[src/rtl/barrido_tabla.sv]
// Truth-table sweeper: drives every input vector in ascending order, samples the block's
// output after a settle interval and compares it with EXPECTED. Option: BARRIDO_STOP_ON_ERROR_EN.
module barrido_tabla #(
   parameter int                      N_IN     = 4,
   parameter int                      SETTLE   = 1,
   parameter logic [(1<<N_IN)-1:0]    EXPECTED = {(1<<N_IN){1'b0}}
) (
   input  logic                   clk,
   input  logic                   rst_n,
   input  logic                   start,
   input  logic                   dut_y,
   output logic [N_IN-1:0]        vec,
   output logic                   busy,
   output logic                   done,
   output logic [(1<<N_IN)-1:0]   result,
   output logic [N_IN:0]          err_count,
   output logic                   pass
);

   localparam int              CW       = (SETTLE > 1) ? $clog2(SETTLE) : 1;
   localparam logic [CW-1:0]   CNT_LAST = CW'(SETTLE - 1);
   localparam logic [N_IN-1:0] VEC_LAST = {N_IN{1'b1}};

   typedef enum logic [1:0] {
      IDLE   = 2'd0,
      APPLY  = 2'd1,
      SAMPLE = 2'd2,
      DONE   = 2'd3
   } state_t;

   state_t                 state_r;
   state_t                 state_s;
   logic [CW-1:0]          cnt_r;
   logic [N_IN-1:0]        vec_r;
   logic [(1<<N_IN)-1:0]   result_r;
   logic [N_IN:0]          err_r;
   logic                   pass_r;
   logic                   busy_r;
   logic                   done_r;
   logic                   mismatch_s;

   assign mismatch_s = (dut_y != EXPECTED[vec_r]);

   // Next-state decode of the sweep sequencer
   always_comb begin
      state_s = state_r;
      case (state_r)
         IDLE: begin
            if (start) state_s = APPLY;
            else       state_s = IDLE;
         end
         APPLY: begin
            if (cnt_r == CNT_LAST) state_s = SAMPLE;
            else                   state_s = APPLY;
         end
         SAMPLE: begin
`ifdef BARRIDO_STOP_ON_ERROR_EN
            if (mismatch_s || (vec_r == VEC_LAST)) state_s = DONE;
            else                                   state_s = APPLY;
`else
            if (vec_r == VEC_LAST) state_s = DONE;
            else                   state_s = APPLY;
`endif
         end
         DONE:    state_s = IDLE;
         default: state_s = IDLE;
      endcase
   end

   // State register and registered status strobes, decoded from the next state
   always_ff @(posedge clk or negedge rst_n) begin
      if (!rst_n) begin
         state_r <= IDLE;
         busy_r  <= 1'b0;
         done_r  <= 1'b0;
      end else begin
         state_r <= state_s;
         busy_r  <= (state_s == APPLY) || (state_s == SAMPLE);
         done_r  <= (state_s == DONE);
      end
   end

   // Sweep datapath: vector, settle counter, captured column, mismatch count, verdict
   always_ff @(posedge clk or negedge rst_n) begin
      if (!rst_n) begin
         cnt_r    <= {CW{1'b0}};
         vec_r    <= {N_IN{1'b0}};
         result_r <= {(1<<N_IN){1'b0}};
         err_r    <= {(N_IN+1){1'b0}};
         pass_r   <= 1'b0;
      end else begin
         case (state_r)
            IDLE: begin
               if (start) begin
                  cnt_r    <= {CW{1'b0}};
                  vec_r    <= {N_IN{1'b0}};
                  result_r <= {(1<<N_IN){1'b0}};
                  err_r    <= {(N_IN+1){1'b0}};
                  pass_r   <= 1'b0;
               end
            end
            APPLY: begin
               if (cnt_r != CNT_LAST) cnt_r <= cnt_r + CW'(1);
            end
            SAMPLE: begin
               result_r[vec_r] <= dut_y;
               if (mismatch_s) err_r <= err_r + (N_IN+1)'(1);
               // Only advance when another vector follows; a finished sweep keeps its last vector
               if (state_s == APPLY) begin
                  vec_r <= vec_r + N_IN'(1);
                  cnt_r <= {CW{1'b0}};
               end
            end
            DONE: begin
               pass_r <= (err_r == {(N_IN+1){1'b0}});
            end
            default: begin
               cnt_r <= {CW{1'b0}};
            end
         endcase
      end
   end

   assign vec       = vec_r;
   assign busy      = busy_r;
   assign done      = done_r;
   assign result    = result_r;
   assign err_count = err_r;
   assign pass      = pass_r;

endmodule

[config.mk]
export PLATFORM = sky130hd
export DESIGN_NAME = barrido_tabla
export DESIGN_NICKNAME = d
export VERILOG_FILES = /design/src/rtl/barrido_tabla.sv
export SDC_FILE = /design/constraint.sdc
export NUM_CORES = 1
export LEC_CHECK = 0
export ABC_AREA = 1
export BUFFER_PORTS_ARGS = -buffer_cell sky130_fd_sc_hd__buf_4
export CAP_MARGIN = 0
export CORE_MARGIN = 2
export CORE_UTILIZATION = 35
export DETAILED_ROUTE_END_ITERATION = 12
export GPL_ROUTABILITY_DRIVEN = 1
export PLACE_DENSITY = 0.57
export SLEW_MARGIN = 30
export SYNTH_ARGS = -nofsm -noshare
export SYNTH_HDL_FRONTEND = slang
export SYNTH_SLANG_ARGS = --single-unit
export TNS_END_PERCENT = 10
[constraint.sdc]
create_clock -name clk -period 1.82 [get_ports clk]
set_clock_uncertainty 0.05 [all_clocks]
set_input_delay 0.546 -clock clk [delete_from_list [all_inputs] [get_ports clk]]
set_output_delay 0.546 -clock clk [all_outputs]
set_load 0.02 [all_outputs]
==> impl_metrics.tcl, run 1 <==
set metrics [dict create \
    status "finished clean" \
    seqPwrFrac_pct 31.6 \
    worstPathRequired_ns 1.94 \
    dieArea_um2 5120 \
    insertion_delay_ns 0.28 \
    setup.worst_path.start "state_r[0]" \
    synth_cells 184 \
    worstReg2RegEnd "vec[2]" \
    grt_pass1_vias 1338 \
    synth_area_per_cell_um2 8.68 \
    drc 0 \
    final_cell_mix "buf_4 (39), dfrtp_1 (30), nand2_1 (28)" \
    regToRegStartpoint "state_r[0]" \
    p_leak_nw 1.02 \
    synth_cell_types 25 \
    clk_pin_slew_ns 0.07 \
    initial_utilization_pct 36.4 \
    antenna_found_initial 0 \
    pwr-share-clk_pct 18.3 \
    drt_iter0_markers 69 \
    groute.usage.overall_pct 16.1 \
    slew_headroom_pct 73.4 \
    worst_slew_pin_slew_ns 0.398 \
    ys_seq_area_share_pct 47.0 \
    final_area_um2 2010 \
    cp-start-kind "flip-flop" \
    finalSetupTns_ns 0 \
    grt_max_degree 31 \
    synth-seq-cells 30 \
    ant_nets 0 \
    wire_per_inst_um 13.0 \
    crit_top_cell "inv_2" \
    placed_cells 270 \
    syn_area_um2 1600 \
    htree_levels 2 \
    vdd_drop_max_mv 0.525 \
    r2r_cells 11 \
    diodes 0 \
    place_ws_ns 0.167 \
    end_kind "flip-flop" \
    cp-endpoint "vec[2]" \
    gpl.final_weighted_congestion 0.793 \
    critical-path-max-stage-delay_ns 0.41 \
    placed_cell_area_um2 1910 \
    die_h_um 71.5 \
    intPower_mw 1.76 \
    grt_first_pass_wirelength_mm 6.35 \
    min_period_ns 1.63 \
    drive_gt1_share_pct 28.3 \
    num_rows 24 \
    finalCritPeriodShare_pct 89.4 \
    layout_commonest_cell "buf_4" \
    cts.sink_count 30 \
    dpl.hpwl_mm 2.57 \
    core_um2 4380 \
    pwr-share-comb_pct 50.1 \
    drv_cap 0 \
    fin_util_pct 45.7 \
    portBuffers 31 \
    cts_buffers 5 \
    whs_ns 0.133 \
    crit_buf_inv 3 \
    totalPowerFinal_mw 3.04 \
    hold_class "in -> async" \
    crit_chain "inv_4, nand2_2, inv_2, nand3_2, o21ai_2, inv_2, ha_1, nor2_2, nor2_4, nand3_1, o21ai_1" \
    io_pins 32 \
    crit_fanout 6 \
    cts_root_buf "clkbuf_8" \
    overflow 0 \
    first_pass_iters 4 \
    vias 1322 \
    synth_fp_nets 196 \
    fmax_ghz 0.614 \
    setup_viol 0 \
    area_growth_pct 25.6 \
    switching_share_pct 42.2 \
    path_delay_family "simple AND/OR/NAND/NOR gates" \
    cts_post_setup_buffers_inserted 0 \
    criticalPathCategory "reg -> reg" \
    setup_slack_ns 0.193 \
    wl_mm 3.62 \
    viasPerCell 4.76 \
    cts_resized 0 \
    slew_violations 0 \
    yosysWarnings 0 \
    p_per_area_nw_per_um2 1520 \
    rsz0062_at_grt "no" \
    ff2ff_setup_slack_ns 0.19 \
    cts_hold_buffers 0 \
    p_switching_mw 1.28 \
    crit_slowest_cell "dfrtp_1" \
    fp.dieW_um 71.5 \
    worstSetupPathDepth 11 \
    hold_viol_final 0 \
    cts_buffer_depth 2 \
    cts_tree "built" \
    fin_nets 237 \
    cp.arrival_ns 1.75 \
    fin_cells 278 \
]
[layout make-up]
type,instances,area [um2]
flip-flops and latches,30,751
multi-input cells,124,709
repair buffers,39,293
clock inverters,1,5.00
inverters,25,96.3
fillers,448,2380
well taps,52,65.1
clock buffers,7,86.3
[routing by layer]
metal | GRT usage, % | vias up | part of all wire [%]
met2 | 24.0 | 31 | 44
li1 | - | 682 | -
met1 | 22.3 | 600 | 49
met4 | 7.34 | 0 | 2.5
met3 | 3.94 | 9 | 4.4
met5 | 0 | - | 0
[cells by family after synthesis]
family | count (synthesis) | share of synthesized area (%)
adders and majority gates | 8 | 6.27
DFF | 30 | 47.0
AOI/OAI and AO/OA | 34 | 13.0
xor gates and xnor gates | 1 | 0.549
buffers and inverters | 30 | 8.70
and+or+nand+nor | 81 | 24.5
[synth_stat cells]
master / number / area [um2]
dfrtp_1: 30 / 751
nand2_1: 28 / 105
nand3_1: 24 / 120
nor2_1: 19 / 71.3
inv_1: 18 / 67.6
o21ai_1: 15 / 75.1
a21oi_1: 8 / 40.0
ha_1: 8 / 100
o21bai_1: 8 / 60.1
inv_2: 6 / 22.5
buf_4: 2 / 15.0
buf_6: 2 / 22.5
nand2_2: 2 / 12.5
nand3_4: 2 / 35.0
nand4_1: 2 / 12.5
buf_2: 1 / 5.00
inv_4: 1 / 6.26
nand3_2: 1 / 10.0
nor2_2: 1 / 6.26
nor2_4: 1 / 11.3
o21ai_2: 1 / 8.76
o21ai_4: 1 / 16.3
o31ai_1: 1 / 7.51
or2_2: 1 / 6.26
xor2_1: 1 / 8.76
[worst min-delay path by stage]
stage | start | cells past startpoint | endpoint | slack [ns]
final | rst_n | 1 | result[7] | 0.13
after global routing | rst_n | 1 | result[5] | 0.17
after CTS | rst_n | 1 | result[13] | 0.15
after detailed placement | result[14] | 2 | result[14] | 0.42
after global placement | result[14] | 2 | result[14] | 0.42
after floorplan | rst_n | 0 | busy | 0.20
[power by group through the flow]
stage	logic, mW	registers, mW	clock network [mW]
finish	1.52	0.962	0.557
global route	1.70	0.994	0.601
CTS	1.53	0.964	0.571
detailed placement	1.53	0.976	0
global placement	1.51	0.976	0
floorplan	0.765	1.18	0
[sequential cells by signal, indices dropped and copies added, names as in the netlist]
name	count
err_count	5
result	16
busy	1
done	1
pass	1
vec	4
state_r	2
Power figures use the tool's default switching activity.
==> run 2, diff against run 1 <==
Settings changed: CORE_UTILIZATION 35 to 50, PLACE_DENSITY 0.57 to 0.76, RECOVER_POWER from default to 25.
Clock period 1.82 ns to 1.9 ns, I/O delays scaled along.
==> run 2 against run 1 <==
Effect of this change:
- first-iteration DRC count decreased by 45%
- register-to-register slack worse by 0.04 ns
- final cell count fell by 4.0%
- global-route usage grew 5.0 points
- power fell by 10%
- via count rose by 1.3%
- core utilization increased by 18 points
- clock power is 28% lower
- hold slack better by 0.099 ns
- die area down 28%
- sequential power down 2%
- flip-flop and latch count stayed put
- largest cell class unchanged
- largest power group unchanged
==> impl_metrics.tcl, run 2 (same netlist as run 1, synthesis figures left out) <==
set metrics [dict create \
    status "finished clean" \
    initial_utilization_pct 52.3 \
    fmax_ghz 0.572 \
    fillCellCount 278 \
    vias 1339 \
    diodes 0 \
    slew_violations 0 \
    placed_cells 259 \
    end_kind "flip-flop" \
    wire_per_inst_um 12.6 \
    p_leak_nw 0.991 \
    die_h_um 60.5 \
    dieArea_um2 3660 \
    finalSetupTns_ns 0 \
    final_area_um2 1940 \
    fp.dieW_um 60.5 \
    cts_tree "built" \
    cts_buffer_depth 2 \
    worst_slew_pin_slew_ns 0.740 \
    cts.sink_count 30 \
    largest_register_ffs 16 \
    fin_cells 267 \
    grt_first_pass_wirelength_mm 5.61 \
    crit_fanout 6 \
    dpl.hpwl_mm 2.48 \
    num_rows 20 \
    area_growth_pct 21.5 \
    cp.arrival_ns 1.93 \
    cts_buffers 5 \
    grt_pass1_vias 1267 \
    rsz0062_at_grt "no" \
    drc 0 \
    ant_nets 0 \
    viasPerCell 5.01 \
    setup_viol 0 \
    io_pins 32 \
    drt_iter0_markers 38 \
    slew_headroom_pct 50.6 \
    gpl.final_weighted_congestion 0.934 \
    first_pass_iters 4 \
    drive_gt1_share_pct 27.4 \
    p_per_area_nw_per_um2 1410 \
    cts_root_buf "clkbuf_4" \
    fin_nets 234 \
    overflow 0 \
    groute.usage.overall_pct 21.1 \
    setup_slack_ns 0.151 \
    min_period_ns 1.75 \
    layout_commonest_cell "buf_4" \
    wl_mm 3.35 \
    portBuffers 31 \
    insertion_delay_ns 0.33 \
    antenna_found_initial 0 \
    finalCritPeriodShare_pct 92.1 \
    worstPathRequired_ns 2.08 \
    core_um2 3050 \
    grt_max_degree 31 \
    place_ws_ns 0.125 \
    htree_levels 2 \
    criticalPathCategory "reg -> reg" \
    drv_cap 0 \
    whs_ns 0.232 \
    cts_hold_buffers 0 \
    hold_viol_final 0 \
    fin_util_pct 63.5 \
    placed_cell_area_um2 1880 \
    final_cell_mix "buf_4 (35), dfrtp_1 (30), nand2_1 (28)" \
    totalPowerFinal_mw 2.73 \
    hold_class "in -> async" \
    vdd_drop_max_mv 0.700 \
    clk_pin_slew_ns 0.10 \
    cp-start-kind "flip-flop" \
]
[run 2: changes by cell type in the layout (fill, tap and decap cells not counted), sizes merged]
cell | before | now
clkbuf | 7 | 8
buf | 39 | 35
[run 2: power breakdown]
| group | internal [mW] | switching [mW] | leakage [nW] |
|---|---|---|---|
| clock | 0.179 | 0.223 | 0.0353 |
| combinational | 0.544 | 0.835 | 0.560 |
| sequential | 0.810 | 0.137 | 0.395 |
[run 2: timing repair]
item,4_1_cts,5_1_grt
resized for setup,0,1
setup buffers,0,0
setup endpoints to repair,0,1
[run 2: final timing paths]
check                                 from    endpoint  slack [ns]  cells past startpoint
worst max register to register      vec[0]      vec[1]        0.15                      9
worst min-delay path                 rst_n      vec[1]        0.23                      1
worst max-delay path                vec[0]      vec[1]        0.15                      9
worst min register to register  result[14]  result[14]        0.44                      2
max in group asynchronous            rst_n  result[14]        1.10                      1
min in group clk                result[14]  result[14]        0.44                      2
[run 2: worst max-delay path, cell delays in order, from the launching register on]
cell,delay [ns]
dfrtp_1,0.46
ha_2,0.28
nand3_2,0.12
o21ai_2,0.10
inv_2,0.04
ha_1,0.20
nor2_1,0.19
nor2_4,0.07
nand3_1,0.07
o21ai_1,0.06
[run 2: final cells by class]
cell class / instances / area (um2) / share of cell area, %
Sequential cell: 30 / 751 / 38.7
Multi-Input combinational cell: 124 / 709 / 36.6
Timing Repair Buffer: 36 / 268 / 13.8
Clock inverter: 1 / 5.00 / 0.258
Inverter: 25 / 96.3 / 4.97
Clock buffer: 7 / 55.1 / 2.84
Tap cell: 44 / 55.1 / 2.84
[run 2: layer usage]
metal	part of all wire [%]	global-route usage, %
met5	0	0
met4	1.3	7.45
met3	5.7	5.76
met2	47	34.9
met1	46	26.7
